$ cat src/rtl/uart_rx_sample_timer_pkg.sv
// Shared UART receive definitions: timer state encoding, prescale floor and width helper.
// The RX FSM imports the same package so both agree on the encoding.
package uart_rx_sample_timer_pkg;

    localparam int unsigned MIN_PRESCALE_DEF = 4;

    localparam logic IDLE = 1'b0;
    localparam logic RUN  = 1'b1;

    function automatic int unsigned cnt_width(input int unsigned max_val);
        return $clog2(max_val + 1);
    endfunction

endpackage

$ cat src/rtl/uart_rx_sample_timer_if.sv
// Control/status bundle between the RX FSM (master) and the oversampling bit timer (slave).
interface uart_rx_sample_timer_if #(
    parameter int unsigned PRESCALE_WIDTH = 6,
    parameter int unsigned BIT_CNT_WIDTH  = 4
);
    logic [PRESCALE_WIDTH-1:0] prescale;
    logic [BIT_CNT_WIDTH-1:0]  frame_bits;
    logic                      start;
    logic                      abort;
    logic                      busy;
    logic [PRESCALE_WIDTH-1:0] edge_count;
    logic [BIT_CNT_WIDTH-1:0]  bit_count;
    logic                      sample_en;
    logic                      sample_last;
    logic                      bit_done;
    logic                      frame_done;
    logic                      cfg_error;

    modport master (
        output prescale, frame_bits, start, abort,
        input  busy, edge_count, bit_count, sample_en, sample_last, bit_done, frame_done,
               cfg_error
    );

    modport slave (
        input  prescale, frame_bits, start, abort,
        output busy, edge_count, bit_count, sample_en, sample_last, bit_done, frame_done,
               cfg_error
    );

endinterface

$ cat src/rtl/uart_rx_sample_timer_mod_counter.sv
// Modulo counter: counts 0..modulus-1 while enabled, wrap flags the terminal count.
module uart_mod_counter #(
    parameter int unsigned WIDTH = 6
) (
    input  logic             clk,
    input  logic             reset,
    input  logic             clr,
    input  logic             en,
    input  logic [WIDTH-1:0] modulus,
    output logic [WIDTH-1:0] count,
    output logic             wrap
);

    logic [WIDTH-1:0] count_q, count_d;

    // Callers guarantee modulus >= 1 whenever en can be high.
    assign wrap  = en && (count_q == modulus - WIDTH'(1));
    assign count = count_q;

    always_comb begin
        count_d = count_q;
        if (clr) begin
            count_d = '0;
        end else if (en) begin
            count_d = wrap ? '0 : count_q + WIDTH'(1);
        end
    end

    always_ff @(posedge clk or negedge reset) begin
        if (!reset) begin
            count_q <= '0;
        end else begin
            count_q <= count_d;
        end
    end

endmodule

$ cat src/rtl/uart_rx_sample_timer.sv
// Oversampling bit timer: tracks edge-within-bit and bit-within-frame, decodes mid-bit
// sample strobes and bit/frame completion for the sampler and deserializer.
module uart_rx_sample_timer
    import uart_rx_sample_timer_pkg::*;
#(
    parameter int unsigned PRESCALE_WIDTH = 6,
    parameter int unsigned MAX_FRAME_BITS = 12,
    parameter int unsigned MIN_PRESCALE   = MIN_PRESCALE_DEF,
    parameter int unsigned BIT_CNT_WIDTH  = cnt_width(MAX_FRAME_BITS)
) (
    input logic                    clk,
    input logic                    reset,
    uart_rx_sample_timer_if.slave  bus
);

    logic                      state_q, state_d;
    logic [PRESCALE_WIDTH-1:0] prescale_q;
    logic [BIT_CNT_WIDTH-1:0]  frame_bits_q;
    logic                      cfg_error_q;

    logic                      busy;
    logic                      cfg_ok;
    logic                      can_start;
    logic                      accept;
    logic                      reject;
    logic                      clr;
    logic                      bit_done;
    logic                      frame_done;
    logic [PRESCALE_WIDTH-1:0] edge_count;
    logic [BIT_CNT_WIDTH-1:0]  bit_count;
    logic [PRESCALE_WIDTH-1:0] mid;
    logic [PRESCALE_WIDTH-1:0] mid_lo;
    logic [PRESCALE_WIDTH-1:0] mid_hi;

    assign busy = (state_q == RUN);

    assign cfg_ok = (bus.prescale >= PRESCALE_WIDTH'(MIN_PRESCALE))
                 && (bus.frame_bits != '0)
                 && (bus.frame_bits <= BIT_CNT_WIDTH'(MAX_FRAME_BITS));

    // A start is only considered in IDLE or on the last cycle of a frame; abort drops it.
    assign can_start = !busy || frame_done;
    assign accept    = bus.start && !bus.abort && can_start && cfg_ok;
    assign reject    = bus.start && !bus.abort && can_start && !cfg_ok;
    assign clr       = bus.abort || accept;

    always_comb begin
        state_d = state_q;
        if (bus.abort) begin
            state_d = IDLE;
        end else if (accept) begin
            state_d = RUN;
        end else if (frame_done) begin
            state_d = IDLE;
        end
    end

    always_ff @(posedge clk or negedge reset) begin
        if (!reset) begin
            state_q      <= IDLE;
            prescale_q   <= '0;
            frame_bits_q <= '0;
            cfg_error_q  <= 1'b0;
        end else begin
            state_q     <= state_d;
            cfg_error_q <= reject;
            if (accept) begin
                prescale_q   <= bus.prescale;
                frame_bits_q <= bus.frame_bits;
            end
        end
    end

    uart_mod_counter #(
        .WIDTH (PRESCALE_WIDTH)
    ) u_edge_counter (
        .clk     (clk),
        .reset   (reset),
        .clr     (clr),
        .en      (busy),
        .modulus (prescale_q),
        .count   (edge_count),
        .wrap    (bit_done)
    );

    uart_mod_counter #(
        .WIDTH (BIT_CNT_WIDTH)
    ) u_bit_counter (
        .clk     (clk),
        .reset   (reset),
        .clr     (clr),
        .en      (bit_done),
        .modulus (frame_bits_q),
        .count   (bit_count),
        .wrap    (frame_done)
    );

    // Prescale >= 4 keeps mid-1 and mid+1 inside the bit, so no wrap-around here.
    assign mid    = prescale_q >> 1;
    assign mid_lo = mid - PRESCALE_WIDTH'(1);
    assign mid_hi = mid + PRESCALE_WIDTH'(1);

    assign bus.busy        = busy;
    assign bus.edge_count  = edge_count;
    assign bus.bit_count   = bit_count;
    assign bus.sample_en   = busy && (edge_count == mid_lo || edge_count == mid
                                      || edge_count == mid_hi);
    assign bus.sample_last = busy && (edge_count == mid_hi);
    assign bus.bit_done    = bit_done;
    assign bus.frame_done  = frame_done;
    assign bus.cfg_error   = cfg_error_q;

endmodule

$ cat src/flat_wrapper.sv
// flat-port wrapper written by rule: the top's interface ports become plain ports
module uart_rx_sample_timer_flat import uart_rx_sample_timer_pkg::*;
#(
    parameter int unsigned PRESCALE_WIDTH = 6,
    parameter int unsigned MAX_FRAME_BITS = 12,
    parameter int unsigned MIN_PRESCALE   = MIN_PRESCALE_DEF,
    parameter int unsigned BIT_CNT_WIDTH  = cnt_width(MAX_FRAME_BITS)
)
  (clk, reset, bus_prescale, bus_frame_bits, bus_start, bus_abort, bus_busy, bus_edge_count, bus_bit_count, bus_sample_en, bus_sample_last, bus_bit_done, bus_frame_done, bus_cfg_error);
  uart_rx_sample_timer_if #(.PRESCALE_WIDTH(PRESCALE_WIDTH), .BIT_CNT_WIDTH(BIT_CNT_WIDTH)) bus_i ();
  input logic clk;
  input logic reset;
  input wire logic [$bits(bus_i.prescale)-1:0] bus_prescale;
  input wire logic [$bits(bus_i.frame_bits)-1:0] bus_frame_bits;
  input wire logic [$bits(bus_i.start)-1:0] bus_start;
  input wire logic [$bits(bus_i.abort)-1:0] bus_abort;
  output wire logic [$bits(bus_i.busy)-1:0] bus_busy;
  output wire logic [$bits(bus_i.edge_count)-1:0] bus_edge_count;
  output wire logic [$bits(bus_i.bit_count)-1:0] bus_bit_count;
  output wire logic [$bits(bus_i.sample_en)-1:0] bus_sample_en;
  output wire logic [$bits(bus_i.sample_last)-1:0] bus_sample_last;
  output wire logic [$bits(bus_i.bit_done)-1:0] bus_bit_done;
  output wire logic [$bits(bus_i.frame_done)-1:0] bus_frame_done;
  output wire logic [$bits(bus_i.cfg_error)-1:0] bus_cfg_error;
  assign bus_i.prescale = bus_prescale;
  assign bus_i.frame_bits = bus_frame_bits;
  assign bus_i.start = bus_start;
  assign bus_i.abort = bus_abort;
  assign bus_busy = bus_i.busy;
  assign bus_edge_count = bus_i.edge_count;
  assign bus_bit_count = bus_i.bit_count;
  assign bus_sample_en = bus_i.sample_en;
  assign bus_sample_last = bus_i.sample_last;
  assign bus_bit_done = bus_i.bit_done;
  assign bus_frame_done = bus_i.frame_done;
  assign bus_cfg_error = bus_i.cfg_error;
  uart_rx_sample_timer #(.PRESCALE_WIDTH(PRESCALE_WIDTH), .MAX_FRAME_BITS(MAX_FRAME_BITS), .MIN_PRESCALE(MIN_PRESCALE), .BIT_CNT_WIDTH(BIT_CNT_WIDTH)) u_core (.clk(clk), .reset(reset), .bus(bus_i));
endmodule
$ cat config.mk
export PLATFORM = sky130hd
export DESIGN_NAME = uart_rx_sample_timer_flat
export DESIGN_NICKNAME = d
export VERILOG_FILES = /design/src/rtl/uart_rx_sample_timer_pkg.sv /design/src/rtl/uart_rx_sample_timer_if.sv /design/src/rtl/uart_rx_sample_timer_mod_counter.sv /design/src/rtl/uart_rx_sample_timer.sv /design/src/flat_wrapper.sv
export SDC_FILE = /design/constraint.sdc
export NUM_CORES = 1
export LEC_CHECK = 0
export CAP_MARGIN = 20
export CORE_ASPECT_RATIO = 0.9
export CORE_MARGIN = 1.5
export CORE_UTILIZATION = 48
export CTS_CLUSTER_SIZE = 28
export DETAILED_ROUTE_END_ITERATION = 10
export PLACE_DENSITY = 0.76
export SYNTH_ARGS = -nofsm -noshare
export SYNTH_HDL_FRONTEND = slang
export SYNTH_HIERARCHICAL = 1
export SYNTH_SLANG_ARGS = --single-unit
$ cat constraint.sdc
create_clock -name clk -period 8.8 [get_ports clk]
set_clock_uncertainty 0.1 [all_clocks]
set_input_delay 1.76 -clock clk [delete_from_list [all_inputs] [get_ports clk]]
set_output_delay 1.76 -clock clk [all_outputs]
set_load 0.1 [all_outputs]
# Word-level counts from Yosys, hierarchy flattened
# Index checks and enable logic that the tools add are counted.
[classes]
order_cmp = 2
add_sub_neg = 6
n_mux = 9
reduce_logical = 21
eq_ne = 5
[op_table]
columns = ["operator", "n"]
rows = [
  ["equality test 6 bit", 3],
  ["2-to-1 mux 6 bit", 3],
  ["2-to-1 mux 4 bit", 3],
  ["logical AND 1 bit", 10],
  ["adder 5 x 1 -> 6 bit (second input constant)", 1],
  ["adder 6 x 1 -> 6 bit (second input constant)", 1],
  ["equality test 6 x 5 -> 1 bit", 1],
  ["greater-or-equal comparator 6 x 3 -> 1 bit (second input constant)", 1],
  ["subtractor 5 x 1 -> 6 bit (second input constant)", 1],
  ["subtractor 6 x 1 -> 6 bit (second input constant)", 1],
  ["adder 4 x 1 -> 4 bit (second input constant)", 1],
  ["equality test 4 bit", 1],
  ["<= comparator 4 bit (second input constant)", 1],
  ["logical OR 1 bit", 4],
  ["nonzero test 2 bit", 2],
  ["nonzero test 4 bit", 1],
  ["subtractor 4 x 1 -> 4 bit (second input constant)", 1],
  ["logical NOT 1 bit", 3],
  ["2-to-1 mux 1 bit", 3],
  ["nonzero test 3 bit", 1],
]
[totals]
output_inout_bits = 16
reg_bits = 22

# Longest topological paths before layout
# Gate-level depths: netlist (run 1).
[depth]
ltp_word = 9
mapped_depth = 16
ltp_nobuf = 14

# Modules after synthesis
# Netlist (run 1), hierarchy kept.
[by_module_without_submodules]
columns = ["module", "cells_per_inst", "instances", "seq_area_each_um2", "area_each_um2"]
rows = [
  ["uart_rx_sample_timer", 78, 1, 300.3, 847.1],
  ["uart_mod_counter (u_core.u_edge_counter)", 55, 1, 150.1, 470.5],
  ["uart_mod_counter (u_core.u_bit_counter)", 33, 1, 100.1, 307.8],
]

# Least setup slack after synthesis (run 1)
# No wires, ideal clock.
[synth_path]
path_type = "reg-to-output"
startpoint = "register u_core.u_edge_counter.count_q[4] (netlist: u_core/u_edge_counter/count[4])"
endpoint = "output port bus_frame_done"
n_path_buf = 1
slack_ps = 2616
t_arrival_ps = 4324
required_ps = 6940
stages_incl_launch_ff = 7
path_cell_list = "dfrtp_1 > xor2_1 > a311o_1 > a211oi_4 > clkbuf_1 > nand3_1 > nor3_2"
[synth_between]
elab_chain_len = 3
[synth_lines]
columns = ["element", "line", "text"]
rows = [
  ["from (decl)", "uart_rx_sample_timer_mod_counter.sv:14", "logic [WIDTH-1:0] count_q, count_d;"],
  ["from (signal assigned)", "uart_rx_sample_timer_mod_counter.sv:33", "count_q <= count_d;"],
  ["equality test 6 bit", "uart_rx_sample_timer_mod_counter.sv:17", "assign wrap = en && (count_q == modulus - WIDTH'(1));"],
  ["logical AND 1 bit", "uart_rx_sample_timer_mod_counter.sv:17", ""],
  ["via bus_bit_done", "flat_wrapper.sv:22", "output wire logic [$bits(bus_i.bit_done)-1:0] bus_bit_done;"],
  ["logical AND 1 bit", "uart_rx_sample_timer_mod_counter.sv:17", ""],
  ["to (decl)", "flat_wrapper.sv:23", "output wire logic [$bits(bus_i.frame_done)-1:0] bus_frame_done;"],
]
# The timed path passes the listed nets, and every way through them passes these cells.

# Worst setup path after layout (run 1)
[layout_path]
startpoint = "register u_core.prescale_q[1]"
endpoint = "output port bus_frame_done"
[layout_between]
elab_chain_len = 4
[layout_lines]
columns = ["element", "line", "text"]
rows = [
  ["from (decl)", "uart_rx_sample_timer.sv:17", "logic [PRESCALE_WIDTH-1:0] prescale_q;"],
  ["from (signal assigned)", "uart_rx_sample_timer.sv:68", "prescale_q <= bus.prescale;"],
  ["subtractor 6 x 1 -> 6 bit", "uart_rx_sample_timer_mod_counter.sv:17", ""],
  ["equality test 6 bit", "uart_rx_sample_timer_mod_counter.sv:17", ""],
  ["logical AND 1 bit (2 in a row)", "uart_rx_sample_timer_mod_counter.sv:17", ""],
]
# Every way passes these cells.

==> results.sh, run 1 <==
export IMPL_synth_enable_flop_cells=0
export IMPL_wirelength_um=3539
export IMPL_cts_tree="done"
export IMPL_htreeDepth=1
export IMPL_grt_overflow_total=0
export IMPL_endpoint_kind="output pin"
export IMPL_ys_warn_count=6
export IMPL_clk_pin_slew_worst_paths_ps=80
export IMPL_post_cts_buffers=0
export IMPL_yosys_cell_types_count=39
export IMPL_worst_path_max_fanout=15
export IMPL_post_place_cells=232
export IMPL_rows=19
export IMPL_grt_use_met1_pct=29.51
export IMPL_setup_tns_ps=0
export IMPL_synth_area_leaders="dfrtp_1, xor2_1, mux2_4"
export IMPL_synth_ff_type="dfrtp_1"
export IMPL_clkLatencyLatePin_ps=260
export IMPL_design_area_mm2=0.002021
export IMPL_period_needed_ps=5777
export IMPL_grt_busiest_layer="met2"
export IMPL_hold_buffers=0
export IMPL_synth_cell_area_mm2=0.001625
export IMPL_max_cap_viol_count=0
export IMPL_postPlaceCellArea_mm2=0.001934
export IMPL_yosysMostFrequentCell="dfrtp_1"
export IMPL_dr_pass1_iters=4
export IMPL_wl_per_cell_um=14.93
export IMPL_grt_pass1_vias=1364
export IMPL_grt_usage_pct=21.48
export IMPL_drive_above_1_share_pct=11.79
export IMPL_yosysTopAreaCellShare_pct=33.87
export IMPL_ys_seq_elements=22
export IMPL_rsz0062_at_grt="false"
export IMPL_place_congestion=0.9198
export IMPL_powerDensity_mw_per_mm2=192.2
export IMPL_holdPathStages=1
export IMPL_drcViolationCount=0
export IMPL_crit_arrival_ps=3920
export IMPL_tightest_slew_ps=977.4
export IMPL_finalMaxSlewViolations=0
export IMPL_die_h_um=58.21
export IMPL_async_reset_ff_share_pct=100.0
export IMPL_fmax_mhz=173.1
export IMPL_whs_ps=445.7
export IMPL_finalHoldViolCount=0
export IMPL_ys_top_cells_by_count="dfrtp_1, xor2_1, inv_1"
export IMPL_cp_data_required_time_ps=6940
export IMPL_ant_nets=0
export IMPL_initial_core_util_pct=51.79
export IMPL_die_area_mm2=0.003745
export IMPL_total_leakage_power_uw=0.0008824
export IMPL_die_x_um=64.34
export IMPL_avgViaCountPerCell=5.667
export IMPL_port_buffers=29
export IMPL_ioPinCount=30
export IMPL_fin_cells=237
export IMPL_clock_sinks=22
export IMPL_min_delay_path_class="reg -> reg"
export IMPL_reg2reg_depth=12
export IMPL_diodes=0
export IMPL_setup_worst_path_start_class="flip-flop"
export IMPL_ctsLongestPathBuffers=2
export IMPL_ir_worst_vdd_mv=0.1345
export IMPL_final_nets=216
export IMPL_syn_nets=186
export IMPL_grt_max_degree=23
export IMPL_syn_mean_instance_area_um2=9.791
export IMPL_yosysSeqAreaShare_pct=33.87
export IMPL_grt_use_met2_pct=36.16
export IMPL_grt_pass1_wl_um=6348
export IMPL_cts_resized=0
export IMPL_vias=1343
export IMPL_syn_to_final_growth_pct=24.33
export IMPL_grt_antenna_before_repair=0
export IMPL_cts_buffers=3
export IMPL_criticalPathCategory="reg -> out"
export IMPL_drtIter0Drc=82
export IMPL_status="complete, no violations"
export IMPL_max_slew_margin_rel_pct=34.63
export IMPL_core_area_mm2=0.003138
export IMPL_fill_cells=277
export IMPL_setup_viol=0
export IMPL_fin_crit_sh_pct=65.64
export IMPL_yosysTopAreaCell="dfrtp_1"
export IMPL_postSynthCellCount=166
export IMPL_met3_usage_pct=3.495
export IMPL_root_buffer="clkbuf_8"
export IMPL_detailed_place_hpwl_um=2623
-- layout make-up --
cell class              count  area (µm²)  area share (%)
flip-flops and latches     22       550.5           27.24
clock buffers               3       41.29           2.043
well taps                  42       52.55           2.601
inverters                  10       37.54           1.858
multi-input cells         129        1003           49.66
repair buffers             30       305.3           15.11
clock inverters             1       30.03           1.486
-- worst max-delay path: stages, from the launching register on --
cell and delay [ps]:
dfrtp_1 530, inv_1 90, ha_1 230, nand2b_1 180, a311o_1 370, a211oi_4 530, nand3_1 190, nor3_2 340
clkdlybuf4s50_1 1200
-- cells by family after synthesis --
family	count (synthesis)	synth area share (%)
XOR/XNOR	26	14.47
AND/OR/NAND/NOR	66	23.79
AO/OA/AOI/OAI	20	9.469
adder cells (fa/ha/maj)	6	4.619
flip-flops	22	33.87
multiplexers	11	9.392
buffers and inverters	15	4.388
-- sequential cells by signal (all words and copies together) (netlist names) --
signal and count:
u_core/frame_bits_q 4, u_core/prescale_q 6, u_core/u_bit_counter/count 4, u_core/bus.busy 1, u_core/u_edge_counter/count 6, u_core/bus.cfg_error 1
-- per-stage QoR --
step	util [%]	total power, µW	setup WS (ps)
after floorplan	-	261.7	2616
after global placement	61.64	287.3	3447
after detailed placement	61.64	293.5	3303
after CTS	63.92	390.0	3005
after global routing	64.39	416.1	2682
final	64.39	388.4	3023
-- path summary, 6_finish.rpt --
| path | slack (ps) | endpoint | startpoint |
|---|---|---|---|
| max | 3020 | bus_frame_done | u_core/prescale_q[1]$_DFFE_PN0P_ |
| min | 450 | u_core/frame_bits_q[3]$_DFFE_PN0P_ | u_core/frame_bits_q[3]$_DFFE_PN0P_ |
| max reg2reg | 4620 | u_core/u_edge_counter/count[0]$_DFFE_PN0P_ | u_core/prescale_q[1]$_DFFE_PN0P_ |
| min reg2reg | 450 | u_core/frame_bits_q[3]$_DFFE_PN0P_ | u_core/frame_bits_q[3]$_DFFE_PN0P_ |
| max in group asynchronous | 6480 | u_core/prescale_q[3]$_DFFE_PN0P_ | reset |
| min in group asynchronous | 1680 | u_core/u_bit_counter/count[2]$_DFFE_PN0P_ | reset |
-- routing by layer --
metal  vias up  routed length (µm)  share of wire, %
met5         -                   0                 0
met4         0                   9              0.25
met3         2                 153               4.3
met2        42                1724                49
met1       643                1651                47
li1        656                   -                 -
-- layout by cell type (no fill, tap or decap), types with 2 or more instances in the layout --
cell type        synthesis  layout
mux2_4                   8       8
o21ai_0                  4       4
nand3b_1                 2       2
nor3_1                   6       6
nand4_1                  3       3
o211ai_1                 2       2
nand3_1                  7       7
nor2_1                   9       9
dfrtp_1                 22      22
xor2_1                  16      16
a21oi_1                  3       3
clkdlybuf4s50_1          0      29
ha_1                     6       6
nor4_1                   7       7
nor3_2                   3       3
clkbuf_8                 0       3
a2bb2oi_1                2       2
a311oi_1                 2       2
and3_1                   4       4
xnor2_1                  9       9
nand2_1                  9       9
mux2_2                   2       2
inv_1                   10      10
nand2b_1                 9       9
o22ai_1                  2       2
-- power breakdown --
| group | switching (µW) | leakage [µW] | total, µW | internal (µW) |
|---|---|---|---|---|
| Combinational | 76.8 | 0.000563 | 148 | 71.1 |
| Sequential | 31.4 | 0.000284 | 146 | 115 |
| Clock | 33.7 | 0.0000357 | 94.5 | 60.7 |
| Total | 142 | 0.000882 | 388 | 246 |
(Power assumes the default switching activity.)
==> run 2: changes to the inputs <==
clock period = 5.5 ns   (was 8.8 ns; I/O delays follow)
==> run 2 against run 1 <==
Global-route usage is 1.8 points lower. Final area increased by 0.80%. Critical endpoint is now bus_bit_done. Cell count did not move. Clock-buffer cell count did not move. First-iteration DRC count up 20%.
==> results.sh, run 2 (synthesized netlist as in run 1, its figures left out) <==
export IMPL_reg2reg_depth=12
export IMPL_finalMaxSlewViolations=0
export IMPL_design_area_mm2=0.002037
export IMPL_min_from="u_core/frame_bits_q[3]$_DFFE_PN0P_"
export IMPL_grt_busiest_layer="met2"
export IMPL_hold_buffers=0
export IMPL_place_congestion=0.8859
export IMPL_min_to="u_core/frame_bits_q[3]$_DFFE_PN0P_"
export IMPL_grt_use_met1_pct=26.36
export IMPL_worst_path_max_fanout=15
export IMPL_fmax_mhz=215.1
export IMPL_powerDensity_mw_per_mm2=305.6
export IMPL_drtIter0Drc=98
export IMPL_setup_viol=0
export IMPL_rows=19
export IMPL_cts_tree="done"
export IMPL_grt_overflow_total=0
export IMPL_final_nets=216
export IMPL_die_area_mm2=0.003745
export IMPL_max_cap_viol_count=0
export IMPL_rrSetupSlack_ps=1220
export IMPL_rsz0062_at_grt="false"
export IMPL_whs_ps=450.3
export IMPL_drive_above_1_share_pct=12.31
export IMPL_grt_max_degree=23
export IMPL_reg2reg_to="u_core/u_edge_counter/count[1]$_DFFE_PN0P_"
export IMPL_htreeDepth=1
export IMPL_r2r_start="u_core/prescale_q[1]$_DFFE_PN0P_"
export IMPL_status="complete, no violations"
export IMPL_final_common_cell="clkdlybuf4s50_1"
export IMPL_ioPinCount=30
export IMPL_holdPathStages=1
export IMPL_grt_pass1_vias=1242
export IMPL_setup_worst_path_start_class="flip-flop"
export IMPL_die_x_um=64.34
export IMPL_initial_core_util_pct=51.79
export IMPL_post_cts_buffers=0
export IMPL_core_area_mm2=0.003138
export IMPL_criticalPathCategory="reg -> out"
export IMPL_wl_per_cell_um=14.65
export IMPL_drcViolationCount=0
export IMPL_ctsLongestPathBuffers=2
export IMPL_clkLatencyLatePin_ps=260
export IMPL_grt_usage_pct=19.70
export IMPL_crit_arrival_ps=3450
export IMPL_wirelength_um=3472
export IMPL_syn_to_final_growth_pct=25.33
export IMPL_tightest_slew_ps=972.7
export IMPL_setup_tns_ps=0
export IMPL_postPlaceCellArea_mm2=0.001938
export IMPL_post_place_cells=232
export IMPL_vias=1332
export IMPL_total_leakage_power_uw=0.0008943
export IMPL_met3_usage_pct=5.243
export IMPL_fin_cells=237
export IMPL_dr_pass1_iters=4
export IMPL_max_slew_margin_rel_pct=34.95
export IMPL_clock_sinks=22
export IMPL_min_delay_path_class="reg -> reg"
export IMPL_period_needed_ps=4650
export IMPL_grt_use_met2_pct=33.04
export IMPL_ir_worst_vdd_mv=0.2138
export IMPL_diodes=0
export IMPL_avgViaCountPerCell=5.620
export IMPL_cts_resized=0
export IMPL_grt_antenna_before_repair=0
export IMPL_detailed_place_hpwl_um=2512
export IMPL_finalHoldViolCount=0
export IMPL_final_seq_area_um2=550.5
export IMPL_root_buffer="clkbuf_8"
export IMPL_final_cell_mix="clkdlybuf4s50_1, dfrtp_1, xor2_1"
export IMPL_endpoint_kind="output pin"
export IMPL_ant_nets=0
export IMPL_clk_pin_slew_worst_paths_ps=80
export IMPL_fin_crit_sh_pct=84.55
export IMPL_cp_data_required_time_ps=4300
export IMPL_grt_pass1_wl_um=5692
export IMPL_multi_input_area_mm2=0.001010
export IMPL_cts_buffers=3
export IMPL_die_h_um=58.21
export IMPL_port_buffers=29
export IMPL_fill_cells=259
run 2: cell types whose count changed in the layout (fill, tap and decap cells not counted), sizes merged:
cell	before	now
buf	1	2
clkdlybuf4s50	29	28
run 2: power breakdown:
part / switching (µW) / leakage, µW / internal, µW
clock: 52.7 / 0.0000357 / 97.2
sequential: 48.1 / 0.000284 / 183
combinational: 125 / 0.000575 / 116
total: 226 / 0.000894 / 396
run 2: metrics by stage:
step / power, µW / worst slack [ps] / utilization [%]
global placement: 461.5 / 1253 / 61.76
floorplan: 421.4 / 246.7 / -
finish: 622.5 / 849.9 / 64.91
global route: 658.0 / 708.2 / 64.91
CTS: 621.7 / 857.4 / 64.04
detailed placement: 470.2 / 1162 / 61.76
run 2: worst max-delay path by stage:
| stage | from | to | slack (ps) | cells after the start |
|---|---|---|---|---|
| final | u_core/prescale_q[1]$_DFFE_PN0P_ | bus_bit_done | 850 | 6 |
| after detailed placement | u_core/prescale_q[1]$_DFFE_PN0P_ | bus_bit_done | 1160 | 6 |
| after floorplan | u_core/u_edge_counter/count[4]$_DFFE_PN0P_ | u_core/u_edge_counter/count[0]$_DFFE_PN0P_ | 250 | 12 |
| after CTS | u_core/prescale_q[1]$_DFFE_PN0P_ | bus_bit_done | 860 | 6 |
| after global routing | u_core/prescale_q[1]$_DFFE_PN0P_ | bus_bit_done | 710 | 6 |
| after global placement | u_core/prescale_q[1]$_DFFE_PN0P_ | bus_bit_done | 1250 | 6 |
run 2: area by class of cell:
cell class / instances / share of cell area, %
clock buffer: 3 / 2.027
clock inverter: 1 / 1.474
inverter: 10 / 1.843
multi-input combinational: 129 / 49.57
sequential: 22 / 27.03
tap: 42 / 2.580
timing repair buffer: 30 / 15.48
run 2: routing by layer:
metal / wire length, µm / vias up
li1: - / 649
met1: 1646 / 643
met2: 1638 / 38
met3: 175 / 2
met4: 12 / 0
met5: 0 / -
run 2: critical path, stage by stage, from the launching register on:
cell             delay (ps)
dfrtp_1                 510
inv_1                    80
ha_1                    230
nand2b_1                170
a311o_1                 360
a211oi_4                580
clkdlybuf4s50_1        1250
==> run 3: changes to the inputs <==
CORE_UTILIZATION = 47   (was 48)
PLACE_DENSITY = 0.78   (was 0.76)
clock period = 3.81 ns   (was 5.5 ns; I/O delays follow)
==> run 3 against run 2 <==
Cell count is 1.3% higher. Non-clock buffer count is 1 higher. Core utilization is 0.96 points lower. Flip-flop and latch count stayed put. Global-route usage is 1.1 points higher. Clock-buffer cell count stayed put. First-iteration DRC count is 30% lower. Hold slack worse by 10 ps. Sequential share of layout area is 0.66 points lower. Setup slack worse by 360 ps. Via count is 0.53% higher. Critical path depth is 3 higher. Critical endpoint is now bus_frame_done. Highest routed layer is now met3.
==> results.sh, run 3 (synthesized netlist as in run 1, its figures left out) <==
export IMPL_tightest_slew_ps=970.1
export IMPL_syn_to_final_growth_pct=31.95
export IMPL_period_needed_ps=3321
export IMPL_die_area_mm2=0.003820
export IMPL_cts_resized=0
export IMPL_clkLatencyLatePin_ps=260
export IMPL_ant_nets=0
export IMPL_clock_sinks=22
export IMPL_crit_arrival_ps=2460
export IMPL_design_area_mm2=0.002145
export IMPL_min_delay_path_class="reg -> reg"
export IMPL_port_buffers=29
export IMPL_grt_usage_pct=20.79
export IMPL_place_congestion=0.8225
export IMPL_drcViolationCount=0
export IMPL_initial_core_util_pct=48.47
export IMPL_grt_pass1_wl_um=6161
export IMPL_rsz0062_at_grt="false"
export IMPL_final_common_cell="clkdlybuf4s50_1"
export IMPL_dr_pass1_iters=4
export IMPL_drtIter0Drc=69
export IMPL_diodes=0
export IMPL_wirelength_um=3549
export IMPL_die_h_um=58.79
export IMPL_grt_antenna_before_repair=0
export IMPL_cts_tree="done"
export IMPL_total_leakage_power_uw=0.0009209
export IMPL_crit_chain="inv_2, ha_4, nand2b_4, a21oi_2, a311o_1, a211oi_4, nand3_4, nor3_4, buf_12"
export IMPL_power_total_uw=933.6
export IMPL_detailed_place_hpwl_um=2748
export IMPL_fmax_mhz=301.1
export IMPL_core_area_mm2=0.003353
export IMPL_clk_pin_slew_worst_paths_ps=80
export IMPL_hold_buffers=0
export IMPL_postPlaceCellArea_mm2=0.002058
export IMPL_setup_viol=0
export IMPL_grt_max_degree=23
export IMPL_status="complete, no violations"
export IMPL_avgViaCountPerCell=5.579
export IMPL_setup_worst_path_start_class="flip-flop"
export IMPL_finalWorstSetupSlack_ps=489.3
export IMPL_crit_slowest_cell="dfrtp_2"
export IMPL_wl_per_cell_um=14.79
export IMPL_die_x_um=64.99
export IMPL_max_slew_margin_rel_pct=35.12
export IMPL_powerDensity_mw_per_mm2=435.3
export IMPL_finalMaxSlewViolations=0
export IMPL_final_cell_mix="clkdlybuf4s50_1, xor2_1, dfrtp_1"
export IMPL_grt_pass1_vias=1324
export IMPL_rows=20
export IMPL_max_cap_viol_count=0
export IMPL_endpoint_kind="output pin"
export IMPL_drive_above_1_share_pct=22.96
export IMPL_post_cts_buffers=0
export IMPL_vias=1339
export IMPL_ctsLongestPathBuffers=2
export IMPL_final_nets=217
export IMPL_finalHoldViolCount=0
export IMPL_worst_path_max_fanout=10
export IMPL_cts_buffers=3
export IMPL_criticalPathCategory="reg -> out"
export IMPL_htreeDepth=1
export IMPL_cp_data_required_time_ps=2950
export IMPL_grt_overflow_total=0
export IMPL_ioPinCount=30
export IMPL_fin_util_pct=63.96
export IMPL_fin_crit_sh_pct=87.16
export IMPL_place_ws_ps=670.8
export IMPL_ir_worst_vdd_mv=0.3717
export IMPL_whs_ps=440.2
export IMPL_root_buffer="clkbuf_8"
export IMPL_max_stage_delay_ps=490
## run 3: worst paths after layout
| path | startpoint | endpoint | slack [ps] | cells past startpoint |
|---|---|---|---|---|
| min in group asynchronous | reset | u_core/u_bit_counter/count[0]$_DFFE_PN0P_ | 680 | 1 |
| min reg2reg | u_core/frame_bits_q[3]$_DFFE_PN0P_ | u_core/frame_bits_q[3]$_DFFE_PN0P_ | 440 | 1 |
| min | u_core/frame_bits_q[3]$_DFFE_PN0P_ | u_core/frame_bits_q[3]$_DFFE_PN0P_ | 440 | 1 |
| max in group asynchronous | reset | u_core/bus.busy$_DFFE_PN0P_ | 2470 | 2 |
| max | u_core/prescale_q[1]$_DFFE_PN0P_ | bus_frame_done | 490 | 9 |
| max reg2reg | u_core/prescale_q[1]$_DFFE_PN0P_ | u_core/u_edge_counter/count[0]$_DFFE_PN0P_ | 660 | 14 |
## run 3: cell type report
class / count / area (µm²)
inverter: 10 / 37.54
clock inverter: 1 / 30.03
timing repair buffer: 31 / 337.8
multi-input combinational: 129 / 1077
sequential: 22 / 565.5
tap: 44 / 55.05
fill: 274 / 1209
clock buffer: 3 / 41.29
## run 3: per-layer routing
metal	share of wire, %	global-route usage [%]	vias to the layer above	wire [µm]
met2	50	36.82	40	1781
met3	4.1	4.207	0	147
li1	-	-	655	-
met1	46	26.93	644	1620
met4	0	3.343	0	0
met5	0	0	-	0
## run 3: where the power goes
group	internal (µW)	switching (µW)	leakage, µW
Clock	140	73.3	0.0000357
Sequential	266	75.7	0.000271
Combinational	180	198	0.000614
Total	587	347	0.000921
## run 3: critical path, delay by kind of cell, from the launching register on
kind            cells  cell delay, ps
compound gates      3             730
flops               1             490
fa+ha+maj           1             150
simple gates        3             520
buf+inv             2             320
## run 3: per-stage QoR
stage,instances,setup TNS (ps)
floorplan,166,-16570
global placement,235,0
detailed placement,235,0
CTS,239,0
global route,240,0
finish,240,0
